<file path="src/rtl/rv_fetch_unit.sv">
// ----------------------------------------------------------------------------
// rv_fetch_unit
//   Instruction-fetch stage for the RV32I core: a sequential PC generator, a
//   single-outstanding synchronous instruction-memory request port and a small
//   prefetch FIFO that feeds decode through a valid/ready handshake. A redirect
//   from branch/jump resolution flushes the FIFO and restarts fetch.
//
// Ports
//   clk, rst        core clock, asynchronous active-high reset
//   imem_req        instruction memory read request this cycle
//   imem_addr       word-aligned fetch address
//   imem_rdata      read data, valid one cycle after an imem_req cycle
//   if_valid        FIFO head holds a valid instruction
//   if_ready        decode accepts the head this cycle
//   if_instr        head instruction
//   if_pc           PC of the head instruction
//   redirect_valid  flush and restart fetch at redirect_pc
//   redirect_pc     new fetch PC, low two bits ignored
//   fifo_count      current FIFO occupancy
// ----------------------------------------------------------------------------
module rv_fetch_unit #(
    parameter int unsigned     XLEN       = 32,
    parameter logic [XLEN-1:0] RESET_PC   = 32'h0000_0000,
    parameter int unsigned     FIFO_DEPTH = 4,
    parameter int unsigned     ILEN       = 32
) (
    input  logic                          clk,
    input  logic                          rst,
    output logic                          imem_req,
    output logic [XLEN-1:0]               imem_addr,
    input  logic [ILEN-1:0]               imem_rdata,
    output logic                          if_valid,
    input  logic                          if_ready,
    output logic [ILEN-1:0]               if_instr,
    output logic [XLEN-1:0]               if_pc,
    input  logic                          redirect_valid,
    input  logic [XLEN-1:0]               redirect_pc,
    output logic [$clog2(FIFO_DEPTH):0]   fifo_count
);

    localparam int unsigned PTR_W = $clog2(FIFO_DEPTH);
    localparam int unsigned CNT_W = PTR_W + 1;

    localparam logic [XLEN-1:0] ALIGN_MASK = ~XLEN'(3);
    localparam logic [XLEN-1:0] PC_START   = RESET_PC & ALIGN_MASK;

    // Fetch-side state
    logic [XLEN-1:0]  fetch_pc;
    logic             inflight;
    logic             epoch;
    logic             tag_epoch;
    logic [XLEN-1:0]  tag_pc;

    // Prefetch FIFO storage and pointers
    logic [ILEN-1:0]  fifo_instr [FIFO_DEPTH];
    logic [XLEN-1:0]  fifo_pc    [FIFO_DEPTH];
    logic [PTR_W-1:0] wr_ptr;
    logic [PTR_W-1:0] rd_ptr;
    logic [CNT_W-1:0] count;

    logic [CNT_W-1:0] occupancy;
    logic             issue;
    logic             resp_wr;
    logic             pop;
    logic [XLEN-1:0]  redirect_aligned;

    // Issue / write / pop decisions; a redirect suppresses all of them
    always_comb begin
        occupancy        = CNT_W'(count + CNT_W'(inflight));
        issue            = !rst && !redirect_valid && (occupancy < CNT_W'(FIFO_DEPTH));
        resp_wr          = inflight && (tag_epoch == epoch) && !redirect_valid;
        if_valid         = (count != '0) && !redirect_valid;
        pop              = if_valid && if_ready;
        redirect_aligned = redirect_pc & ALIGN_MASK;
    end

    // Request port and head presentation
    always_comb begin
        imem_req   = issue;
        imem_addr  = fetch_pc;
        fifo_count = count;
        if_instr   = '0;
        if_pc      = '0;
        if (count != '0) begin
            if_instr = fifo_instr[rd_ptr];
            if_pc    = fifo_pc[rd_ptr];
        end
    end

    // PC generator and response tag
    always_ff @(posedge clk or posedge rst) begin
        if (rst) begin
            fetch_pc  <= PC_START;
            inflight  <= 1'b0;
            epoch     <= 1'b0;
            tag_epoch <= 1'b0;
            tag_pc    <= '0;
        end else if (redirect_valid) begin
            fetch_pc <= redirect_aligned;
            inflight <= 1'b0;
            epoch    <= ~epoch;
        end else begin
            inflight <= issue;
            if (issue) begin
                tag_pc    <= fetch_pc;
                tag_epoch <= epoch;
                fetch_pc  <= fetch_pc + XLEN'(4);
            end
        end
    end

    // FIFO pointers and occupancy; power-of-two depth lets pointers wrap naturally
    always_ff @(posedge clk or posedge rst) begin
        if (rst) begin
            wr_ptr <= '0;
            rd_ptr <= '0;
            count  <= '0;
        end else if (redirect_valid) begin
            wr_ptr <= '0;
            rd_ptr <= '0;
            count  <= '0;
        end else begin
            if (resp_wr) begin
                wr_ptr <= PTR_W'(wr_ptr + PTR_W'(1));
            end
            if (pop) begin
                rd_ptr <= PTR_W'(rd_ptr + PTR_W'(1));
            end
            case ({resp_wr, pop})
                2'b10:   count <= CNT_W'(count + CNT_W'(1));
                2'b01:   count <= CNT_W'(count - CNT_W'(1));
                default: count <= count;
            endcase
        end
    end

    // FIFO payload storage; contents are only observed while count is non-zero
    always_ff @(posedge clk) begin
        if (resp_wr) begin
            fifo_instr[wr_ptr] <= imem_rdata;
            fifo_pc[wr_ptr]    <= tag_pc;
        end
    end

endmodule

</file>
<file path="config.mk">
export PLATFORM = sky130hd
export DESIGN_NAME = rv_fetch_unit
export DESIGN_NICKNAME = d
export VERILOG_FILES = /design/src/rtl/rv_fetch_unit.sv
export SDC_FILE = /design/constraint.sdc
export NUM_CORES = 1
export LEC_CHECK = 0
export BUFFER_PORTS_ARGS = -buffer_cell sky130_fd_sc_hd__buf_2
export CAP_MARGIN = 15
export CORE_MARGIN = 1
export CORE_UTILIZATION = 45
export CTS_CLUSTER_DIAMETER = 200
export CTS_CLUSTER_SIZE = 14
export DETAILED_ROUTE_END_ITERATION = 6
export PLACE_DENSITY = 0.65
export SKIP_LAST_GASP = 1
export SLEW_MARGIN = 20
export SYNTH_ARGS = -nofsm -noshare
export SYNTH_HDL_FRONTEND = slang
export SYNTH_SLANG_ARGS = --single-unit
</file>
<file path="constraint.sdc">
create_clock -name clk -period 3.2 [get_ports clk]
set_input_delay 0.64 -clock clk [delete_from_list [all_inputs] [get_ports clk]]
set_output_delay 0.64 -clock clk [all_outputs]
set_load 0.02 [all_outputs]
</file>
# Word-level counts from Yosys, hierarchy flattened

Memories as Yosys holds them, arrays and structs flattened.
Index checks and enable logic that the tools add are counted.

Memory bits (writable): 256
Bits in latches: 0
Output and inout port bits: 101
Register bits after elaboration: 74
Memories: 2
ROM bits: 0
Word-level logic and storage cells: 49
Input bits: 68

Memories:

| name       | words | bits a word | read ports | clocked after memory_dff | wr ports | RTL line | RTL |
|---|---|---|---|---|---|---|---|
| fifo_instr | 4     | 32          | 1          | 0                        | 1        | 55       | `logic [ILEN-1:0] fifo_instr [FIFO_DEPTH];` |
| fifo_pc    | 4     | 32          | 1          | 0                        | 1        | 56       | `logic [XLEN-1:0] fifo_pc [FIFO_DEPTH];` |

$add $sub $neg: 6
Magnitude comparators: 1
Reduce and logical (&&, ||, !) cells: 14
Multiplexer cells: 13
Bitwise operators: 2
Multiply operators: 0
Equal/unequal tests: 3
Div/mod/pow operators: 0
Shift-type cells: 0

Operators with widths:

| operator              | count |
|---|---|
| $mux 32               | 4 |
| $add 32x3->32 const B | 1 |
| $mux 2                | 4 |
| $logic_and 1x1->1     | 6 |
| $pmux 3 s2            | 1 |
| $reduce_bool 2->1     | 3 |
| $reduce_bool 3->1     | 2 |
| $add 2x1->2 const B   | 2 |
| $add 3x1->3           | 1 |
| $add 3x1->3 const B   | 1 |
| $lt 3x3->1 const B    | 1 |
| $mux 1                | 3 |
| $mux 3                | 1 |
| $sub 3x1->3 const B   | 1 |
| $eq 2x1->1 const B    | 1 |
| $eq 2x2->1 const B    | 1 |
| $logic_not 1->1       | 2 |
| $not 1->1             | 2 |
| $reduce_and 2->1      | 1 |
| $eq 1x1->1            | 1 |

# Longest topological paths before layout

Gate-level depths: netlist of run 1.

Depth after elaboration: 6
Depth in mapped cells: 8
Gate-level depth less buffers: 7

# Least setup slack after synthesis of run 1

OpenSTA, ideal clock, no wires.

Path type: input to register
Start point: input port rst
End point: register fetch_pc[30] (netlist: imem_addr[30])
Path slack: -0.109 ns
Path buffers: 0
Library setup time: 0.124 ns
Required time: 3.076 ns
Arrival time: 3.186 ns
Stages: 5
Cells stage by stage: inv_1 > nand3_1 > nor3_1 > a21boi_0 > o31a_1

Cells in the longest elaborated chain, start to end: 4

RTL lines:

| item                           | RTL line | RTL |
|---|---|---|
| from (decl)                    | 28       | `input logic rst,` |
| $logic_not 1->1 (no line)      | n/a      |  |
| $logic_and 1x1->1 (2 in a row) | 70       | `issue = !rst && !redirect_valid && (occupancy < CNT_W'(FIFO_DEPTH));` |
| $reduce_bool 2->1 (no line)    | n/a      |  |
| to (signal assigned)           | 99       | `fetch_pc <= redirect_aligned;` |
| to (signal assigned)           | 107      | `fetch_pc <= fetch_pc + XLEN'(4);` |
| to (decl)                      | 48       | `logic [XLEN-1:0] fetch_pc;` |

No other way between the ends.
A chain may end at the register's enable or synchronous reset.

# Worst setup path in the final report of run 1

Start point: register rd_ptr[0]
End point: output port if_pc[12]

Cells in the longest elaborated chain, start to end: 2

RTL lines:

| item                   | RTL line | RTL |
|---|---|---|
| from (decl)            | 58       | `logic [PTR_W-1:0] rd_ptr;` |
| from (signal assigned) | 127      | `rd_ptr <= PTR_W'(rd_ptr + PTR_W'(1));` |
| $mem_v2 4x32           | n/a      |  |
| $mux 32                | 84       | `if (count != '0) begin` |
| to (decl)              | 35       | `output logic [XLEN-1:0] if_pc,` |

No other way between the ends.

==> impl_results.md, run 1 <==
- Vias in the first global route: between 7000 and 8000
- Crit end category: primary output
- Die area: between 20000 and 30000 um^2
- Ports: around 170
- Num CTS Buffers: 26
- Initial Util: a little under half
- Top fanout value on the critical path: 10
- Pin count of the biggest net entering global routing: 71
- Maximum root-to-sink buffer count: 3
- WS Path Type: reg2out
- Most common cell in the netlist: edfxtp_1
- Synth warnings: 0
- Cell count after synthesis: about 800
- Hold WS: 308 ps
- Post-synth EDFFs: roughly 250
- Final Max Tran Viols: 0
- Worst skew pair latency: approximately 530 ps
- Final Cycle Share: between 90 and 100%
- Detailed Route WL: between 20000 and 25000 um
- Core box area: 27900 um^2
- Clk sinks: 318
- Routed vias: between 7000 and 8000
- Arrival time at the worst endpoint: 2280 ps
- Yosys reg bits: around 320
- First-pass GRT wire length: 39400 um
- Routed wl met3: ~1300 um
- Vias per cell: 5.26
- Setup Skew: approximately 17 ps
- CP Launch Type: flop
- Min-Delay Path Class: in2reg
- Post-synth top area share: between 50 and 60%
- Routability cong.: 0.811
- Final Hold Vio Count: 0
- Max cap viols: 0
- Count of cell types in the netlist: 44
- FMAX: about 340 MHz
- Main flop type after synthesis: edfxtp_1
- CTS tree: yes
- Wl on met1: 11500 um
- Commonest cells post-synth: 248 x edfxtp_1, 122 x nand2_1, 70 x dfrtp_1
- Share of layout cells above drive strength 1: roughly 30%
- FFs w/ async S/R, synth: about 22%
- Internal Pwr Total: ~8000 uW
- Total track usage: between 15 and 20%
- DP HPWL: about 15000 um
- Peak supply drop: 0.000461 V
- Tmin final: between 2000 and 3000 ps
- Outcome: finished, final reports clean
- PD cells: around 770 nW/um^2
- Switch Pwr: between 3000 and 4000 uW
- DIE WIDTH: ~170 um
- Cell Area, Synth: between 10000 and 15000 um^2
- Sw Ratio: between 30% and 40%
- Row cnt: 61
- Residual DRC count: 0
- Avg WL per Cell: between 15 and 20 um
- Initial antenna violation count: 1
- Post-layout util: between 50% and 60%
- # setup viols final: 0
- Dominant cell type by area after synthesis: edfxtp_1
- Comb pwr share: a little over a quarter
- Clock network power share: 26.1%
- Routed Antenna Nets: 0
- Area grow syn2layout: 16.8%
- Clock Root Buffer: clkbuf_16
- Sequential power share: a little under half
- RSZ-0062 raised after global routing: false
- Pre-antenna DRT Iters: 5
- Req. time, crit path: between 2000 and 3000 ps
- Main area contributors after synthesis: edfxtp_1 58%, dfrtp_1 14%, mux4_2 11%, nand2_1 3.6%, and2_1 3.3%
- Hold-fix buffers at CTS: 0
- Port Buffer Count: between 150 and 200
- Final nets: 1025
- GRT Residual Overflow: 0
- Reg clk slew, reported paths: around 70 ps
- Slew HR: about two fifths
- Worst-Margin Slew: roughly 900 ps
- Post-CTS setup buffer count: 0
- Die extent in y: around 170 um
- # diodes: 0
- Initial DRC count: 485
- Setup TNS: 0 ps
- Pleak: approximately 0.0055 uW
- Max layer used: met4
- H-tree levels: 1
- Met2 routed WL: ~12000 um
- Avg Cell Area, Syn: about 16 um^2
- Seq/Total Area, Yosys: between 70% and 80%
- Post-CTS sizing: 0
## cell families after synthesis
logic type | after synthesis | share of synthesized area, %
xor gates and xnor gates | 31 | 2.12
and+or+nand+nor | 263 | 10.4
adders and majority gates | 6 | 0.645
DFF | 318 | 71.9
muxes | 65 | 11.1
other | 1 | 0.0293
buffers and inverters | 54 | 1.70
AOI/OAI and AO/OA | 45 | 2.05
## power groups by stage
| stage | Clock [uW] | Sequential, uW | Combinational [uW] |
|---|---|---|---|
| after global routing | 3260 | 5440 | 3490 |
| final | 3020 | 5370 | 3170 |
| after detailed placement | 0 | 5460 | 3230 |
| after CTS | 3110 | 5380 | 3240 |
| after floorplan | 0 | 5360 | 2200 |
| after global placement | 0 | 5440 | 3210 |
## sequential cells by signal, summed over array words and instances, names as in the netlist
name / cells
tag_pc: 30
fifo_pc: 120
tag_epoch: 1
epoch: 1
rd_ptr: 2
imem_addr: 30
fifo_instr: 128
inflight: 1
wr_ptr: 2
fifo_count: 3
## layout make-up
cell class,instances,area [um^2]
Timing Repair Buffer,180,1030
Inverter,11,45.0
Fill cell,2260,12900
Multi-Input combinational cell,414,3410
Sequential cell,318,9200
Clock buffer,47,751
Clock inverter,1,30.0
Tap cell,378,473
## placed cells by master (no fill, tap or decap), types with 2 or more instances in the layout
master,count
xnor2_1,25
edfxtp_1,248
a21oi_1,3
buf_2,162
o31a_1,2
mux2i_1,3
and3_1,4
and2_4,4
and2_1,63
or4_4,2
xor2_1,5
nor2_1,10
nand4_1,6
clkbuf_16,27
o21ai_0,29
o211ai_1,2
nor4_1,16
mux4_2,62
dfrtp_1,68
clkbuf_1,20
nand3_1,14
buf_4,11
ha_1,5
buf_12,7
o311ai_0,2
conb_1,4
nand2b_1,2
and4_1,5
inv_1,9
nor3_1,6
nand2_1,122
a31oi_1,2
## path summary, 6_finish.rpt
kind,startpoint,end,slack [ps],depth (start not counted)
min in group asynchronous,rst,imem_addr[2],590,3
worst min register to register,epoch,epoch,500,1
worst max register to register,fifo_count[0],tag_pc[21],770,6
worst min-delay path,redirect_pc[21],imem_addr[21],310,3
max in group asynchronous,rst,rd_ptr[0],1910,3
worst max-delay path,rd_ptr[0],if_pc[12],280,4
## metal layers
metal | GRT usage (%) | up-vias
met4 | 4.03 | 0
met3 | 2.41 | 29
met1 | 25.8 | 3553
met5 | 0 | -
met2 | 28.1 | 245
li1 | - | 3272
## per-stage QoR
stage	power (uW)	instances	worst slack, ps	cell area, um^2
after detailed placement	8690	1301	626	14200
final	11600	1349	283	14900
after global placement	8650	1301	633	14200
after global routing	12200	1349	158	14900
after floorplan	7560	786	269	12800
after CTS	11700	1349	215	14900
## worst max-delay path: stages, from the launching register on
cell and delay, ps:
dfrtp_4 540, buf_4 280, mux4_2 580, and2_1 180, buf_2 150
Note: power is estimated with default switching activity, not from simulation.
==> inputs of run 2 (changes only) <==
--- a/config.mk
+++ b/config.mk
@@ -6,13 +6,15 @@
 export NUM_CORES = 1
 export LEC_CHECK = 0
 export BUFFER_PORTS_ARGS = -buffer_cell sky130_fd_sc_hd__buf_2
-export CAP_MARGIN = 15
+export CELL_PAD_IN_SITES_DETAIL_PLACEMENT = 2
+export CELL_PAD_IN_SITES_GLOBAL_PLACEMENT = 2
 export CORE_MARGIN = 1
-export CORE_UTILIZATION = 45
+export CORE_UTILIZATION = 42
 export CTS_CLUSTER_DIAMETER = 200
 export CTS_CLUSTER_SIZE = 14
 export DETAILED_ROUTE_END_ITERATION = 6
-export PLACE_DENSITY = 0.65
+export HOLD_SLACK_MARGIN = 0.05
+export PLACE_DENSITY = 0.8
 export SKIP_LAST_GASP = 1
 export SLEW_MARGIN = 20
 export SYNTH_ARGS = -nofsm -noshare
==> run 2 against run 1 <==
  * Worst setup slack got worse by 120 ps
  * Highest routed layer unchanged
  * Die area rose by 7.1%
  * Sequential power up 0.7%
  * Register-to-register slack worse by 60 ps
  * Largest cell class unchanged
  * Non-clock buffer count unchanged
  * Clock skew down 6.9 ps
  * Clock-buffer cell count shrank 11
  * Wire length up 27%
  * Sequential share of layout area increased by 0.15 points
  * Final cell count up 0.15%
  * Total power grew 1.2%
  * Clock power shrank 1%
==> impl_results.md, run 2 (synthesized netlist as in run 1, its figures left out) <==
- Reg-to-reg critical path endpoint: imem_addr[30]
- # setup viols final: 0 (unchanged)
- Avg WL per Cell: 23.2 um (+27%)
- Die area: 31200 um^2 (+7.1%)
- Final Hold Vio Count: 0 (unchanged)
- Peak supply drop: 0.000363 V (-21%)
- DIE WIDTH: 177 um (+3.5%)
- RSZ-0062 raised after global routing: false
- Clock Root Buffer: clkbuf_16
- Crit path capture: if_pc[29]
- Hold-fix buffers at CTS: 0 (unchanged)
- Pleak: 0.00547 uW (-0.31%)
- Initial DRC count: 317 (-35%)
- FMAX: 329 MHz (-4.1%)
- Ports: 169 (unchanged)
- H-tree levels: 1 (unchanged)
- Share of layout cells above drive strength 1: 29.6% (+0.34 points)
- Setup Skew: 10.4 ps (-6.92 ps)
- Internal reg-to-reg setup slack: 710 ps (-60 ps)
- Largest register FFs: 128 (unchanged)
- Worst R2R Path Depth: 5 (-1)
- WS Path Type: reg2out
- Worst-Margin Slew: 933 ps (+22.5 ps)
- Detailed Route WL: 31400 um (+27%)
- Initial Util: 42.9% (-3.0 points)
- Row cnt: 63 (+3.3%)
- Port Buffer Count: 162 (unchanged)
- Crit. Startpoint: rd_ptr[0]
- Slew HR: 37.8% (-1.5 points)
- Pre-antenna DRT Iters: 4 (-1)
- Power Total: 11700 uW (+1.2%)
- Post-CTS setup buffer count: 0 (unchanged)
- Residual DRC count: 0 (unchanged)
- Routed vias: 7248 (+2.1%)
- GRT Residual Overflow: 0 (unchanged)
- CP Launch Type: flop
- Commonest non-fill, non-tap cell in the layout: edfxtp_1
- Die extent in y: 177 um (+3.5%)
- Final Max Tran Viols: 0 (unchanged)
- Largest regs: fifo_instr (128), fifo_pc (120)
- Most flops, register: fifo_instr
- Post-CTS sizing: 0 (unchanged)
- Initial antenna violation count: 0 (-1)
- Outcome: finished, final reports clean
- Arrival time at the worst endpoint: 2400 ps (+120 ps)
- Area grow syn2layout: 16.5%
- Min-Delay Path Class: in2reg
- Max cap viols: 0 (unchanged)
- Routability cong.: 0.800 (-1.4%)
- Total track usage: 20.7% (+3.1 points)
- Tmin final: 3040 ps (+125 ps)
- Vias in the first global route: 8100 (+15%)
- Final Cycle Share: 95.1% (+3.9 points)
- Most frequent cells in the layout: 248 x edfxtp_1, 162 x buf_2, 122 x nand2_1, 68 x dfrtp_1, 63 x and2_1
- DP HPWL: 20100 um (+32%)
- Setup TNS: 0 ps (unchanged)
- Vias per cell: 5.36 (+1.9%)
- Req. time, crit path: 2560 ps (about the same)
- Num CTS Buffers: 26 (unchanged)
- Worst skew pair latency: 530 ps (about the same)
- Top fanout value on the critical path: 22 (+12)
- Reg clk slew, reported paths: 70 ps (about the same)
- Core box area: 29800 um^2 (+7.0%)
- Origin of the critical flop-to-flop path: imem_addr[6]
- PD cells: 784 nW/um^2 (+1.4%)
- CTS tree: yes
- First-pass GRT wire length: 48600 um (+23%)
- Clk sinks: 318 (unchanged)
- Final nets: 1025 (unchanged)
- Routed Antenna Nets: 0 (unchanged)
- Crit end category: primary output
- Maximum root-to-sink buffer count: 3 (unchanged)
- Pin count of the biggest net entering global routing: 71 (unchanged)
[run 2: cell count changes in the layout (fill, tap and decap cells not counted)]
cell / previous run / this run
clkbuf_1: 20 / 9
buf_4: 11 / 12
buf_12: 7 / 6
diode_2: 0 / 1
[run 2: report_power, final]
part | switching [uW] | total (uW) | internal (uW)
logic | 1980 | 3310 | 1330
clock network | 1380 | 2980 | 1610
registers | 418 | 5410 | 4990
total | 3780 | 11700 | 7920
[run 2: worst max-delay path, stage by stage, from the launching register on]
cell and delay, ps:
dfrtp_4 460, buf_4 430, mux4_2 630, and2_1 190, buf_2 150
[run 2: final cells by class]
| class | count | area (um^2) |
|---|---|---|
| fillers | 2821 | 14900 |
| flip-flops and latches | 318 | 9200 |
| multi-input cells | 414 | 3410 |
| repair buffers | 180 | 1020 |
| clock buffers | 36 | 709 |
| well taps | 390 | 488 |
| inverters | 11 | 45.0 |
| clock inverters | 1 | 30.0 |
| diodes | 1 | 2.50 |
[run 2: stage by stage]
stage                     cells  area (um^2)  hold slack (ps)  setup WS [ps]  util, %
after floorplan             786        12800              467            269        -
after global placement     1313        14200              482            690     47.6
after detailed placement   1313        14200              521            617     47.6
after CTS                  1350        14900              289            101     50.0
after global routing       1350        14900              305           32.1     50.0
final                      1351        14900              315            158     50.0
[run 2: layer usage]
metal | track usage [%] | part of all wire (%) | vias up
met1 | 27.7 | 44 | 3778
met3 | 2.99 | 4.2 | 27
met5 | 0 | 0 | -
met2 | 36.4 | 51 | 188
li1 | - | - | 3255
met4 | 3.05 | 1.1 | 0
[run 2: worst min-delay path by stage]
stage / end / cells after the start / slack (ps) / from
detailed placement: tag_epoch / 2 / 520 / tag_epoch
global route: fifo_instr[1][30] / 1 / 300 / imem_rdata[30]
global placement: tag_epoch / 2 / 480 / tag_epoch
floorplan: tag_epoch / 2 / 470 / tag_epoch
finish: imem_addr[7] / 3 / 320 / redirect_pc[7]
CTS: imem_addr[7] / 3 / 290 / redirect_pc[7]
==> inputs of run 3 (changes only) <==
--- a/config.mk
+++ b/config.mk
@@ -8,6 +8,7 @@
 export BUFFER_PORTS_ARGS = -buffer_cell sky130_fd_sc_hd__buf_2
 export CELL_PAD_IN_SITES_DETAIL_PLACEMENT = 2
 export CELL_PAD_IN_SITES_GLOBAL_PLACEMENT = 2
+export CORE_ASPECT_RATIO = 0.9
 export CORE_MARGIN = 1
 export CORE_UTILIZATION = 42
 export CTS_CLUSTER_DIAMETER = 200
==> run 3 against run 2 <==
  * Clock skew shrank 1.9 ps
  * Sequential cell count did not move
  * Die area is essentially flat
  * Total power fell by 0.14%
  * Largest cell class unchanged
==> impl_results.md, run 3 (synthesized netlist as in run 1, its figures left out) <==
- WS Path Type: reg2out
- Largest register FFs: 128 (unchanged)
- Most flops, register: fifo_instr
- H-tree levels: 1 (unchanged)
- Tmin final: 3000 ps (-39.2 ps)
- Slew HR: 38.6% (+0.83 points)
- Setup Skew: 8.48 ps (-1.90 ps)
- Clk sinks: 318 (unchanged)
- Post-CTS setup buffer count: 0 (unchanged)
- Final Cycle Share: 93.8% (-1.2 points)
- Origin of the critical flop-to-flop path: imem_addr[6]
- Initial antenna violation count: 1 (+1)
- Worst hold path startpoint: redirect_pc[5]
- Vias per cell: 5.27 (-1.9%)
- DP HPWL: 20200 um (+0.54%)
- Initial DRC count: 352 (+11%)
- Die extent in y: 168 um (-5.1%)
- Internal reg-to-reg setup slack: 730 ps (+20 ps)
- First-pass GRT wire length: 47900 um (-1.5%)
- Max stage delay on crit path: 670 ps (+40 ps)
- Worst R2R Path Depth: 5 (unchanged)
- Maximum root-to-sink buffer count: 3 (unchanged)
- CTS tree: yes
- Hold WS: 317 ps (+1.86 ps)
- Top Family by Delay on Critical Path: flip-flops
- Pleak: 0.00547 uW (about the same)
- Fill cells: 2768 (-1.9%)
- Crit end category: primary output
- Req. time, crit path: 2560 ps (about the same)
- Most frequent cells in the layout: 248 x edfxtp_1, 162 x buf_2, 122 x nand2_1, 68 x dfrtp_1, 63 x and2_1
- FMAX: 333 MHz (+1.3%)
- PD cells: 783 nW/um^2 (-0.25%)
- Top fanout value on the critical path: 21 (-4.5%)
- Final Hold Vio Count: 0 (unchanged)
- Arrival time at the worst endpoint: 2360 ps (-40 ps)
- GRT Residual Overflow: 0 (unchanged)
- DIE WIDTH: 186 um (+5.3%)
- Min-Delay Path Class: in2reg
- Share of layout cells above drive strength 1: 29.6% (unchanged)
- Reg-to-reg critical path endpoint: imem_addr[29]
- Outcome: finished, final reports clean
- Detailed Route WL: 30900 um (-1.3%)
- Worst skew pair latency: 530 ps (about the same)
- Hold-fix buffers at CTS: 0 (unchanged)
- Peak supply drop: 0.000401 V (+10%)
- Num CTS Buffers: 26 (unchanged)
- Vias in the first global route: 8067 (-0.41%)
- Hold depth: 3 (unchanged)
- CP max stage cell: dfrtp_2
- CP cell instances: buf_4 > mux4_2 > and2_1 > buf_2
- Ports: 169 (unchanged)
- Area grow syn2layout: 16.6%
- CP Launch Type: flop
- Clock Root Buffer: clkbuf_16
- Port Buffer Count: 162 (unchanged)
- Residual DRC count: 0 (unchanged)
- Post-CTS sizing: 0 (unchanged)
- Max cap viols: 0 (unchanged)
- Area after DPL: 14200 um^2 (+0.12%)
- Avg WL per Cell: 22.7 um (-2.3%)
- Buf/Inv on CP: 2 (unchanged)
- Worst-Margin Slew: 920 ps (-12.5 ps)
- Power Total: 11700 uW (-0.14%)
- Initial Util: 42.7% (-0.23 points)
- Largest regs: fifo_instr (128), fifo_pc (120)
- Post-layout instance area: 14900 um^2 (+0.11%)
- RSZ-0062 raised after global routing: false
- Final nets: 1025 (unchanged)
- Final Max Tran Viols: 0 (unchanged)
- Setup TNS: 0 ps (unchanged)
- Min-Delay Endpoint: imem_addr[5]
- Commonest non-fill, non-tap cell in the layout: edfxtp_1
- Pre-antenna DRT Iters: 5 (+1)
- Core box area: 30000 um^2 (+0.53%)
- Routability cong.: 0.765 (-4.4%)
- # setup viols final: 0 (unchanged)
- Pin count of the biggest net entering global routing: 71 (unchanged)
- Die area: 31200 um^2 (about the same)
- Total track usage: 20.4% (-0.30 points)
- Row cnt: 60 (-4.8%)
- Routed Antenna Nets: 0 (unchanged)
- Reg clk slew, reported paths: 70 ps (about the same)
- Routed vias: 7182 (-0.91%)
==> run 3: worst register-to-register path: stages (launching register included) <==
cell	delay [ps]
dfrtp_1	490
and4_1	320
nand4_1	380
nor4_1	700
a21oi_1	150
o31a_1	310
==> run 3: metrics by stage <==
stage          instances  setup slack [ps]  util, %
2_1_floorplan        786               269        -
3_3_place_gp        1326               720     47.4
3_5_place_dp        1326               624     47.4
4_1_cts             1363               132     49.8
5_1_grt             1363              90.5     49.8
6_report            1364               197     49.8
==> run 3: final cells by class <==
cell class	count	area, um^2	area share (%)
diodes	1	2.50	0.0168
clock buffers	36	709	4.75
clock inverters	1	30.0	0.201
inverters	11	45.0	0.302
multi-input cells	414	3410	22.8
flip-flops and latches	318	9200	61.7
well taps	403	504	3.38
repair buffers	180	1020	6.84
==> run 3: how the worst max path moves through the flow <==
stage                         start                to  slack (ps)  depth (start not counted)
after global routing      rd_ptr[1]       if_instr[8]          90                          4
after detailed placement        rst        tag_pc[16]         620                          6
after CTS                 rd_ptr[1]         if_pc[21]         130                          4
after global placement          rst        tag_pc[16]         720                          6
final                     rd_ptr[1]         if_pc[21]         200                          4
after floorplan               epoch  fifo_instr[0][0]         270                          4
==> run 3: per-layer routing <==
metal  share of wire, %  track usage [%]  vias to the layer above
met4                1.2             3.14                        0
met5                  0                0                        -
met3                4.3             2.96                       30
met1                 45             28.3                     3721
met2                 49             34.7                      175
li1                   -                -                     3256
==> run 3: power breakdown <==
part	internal [uW]	total, uW	switching (uW)
clock network	1600	2970	1370
logic	1340	3270	1940
registers	4990	5440	448
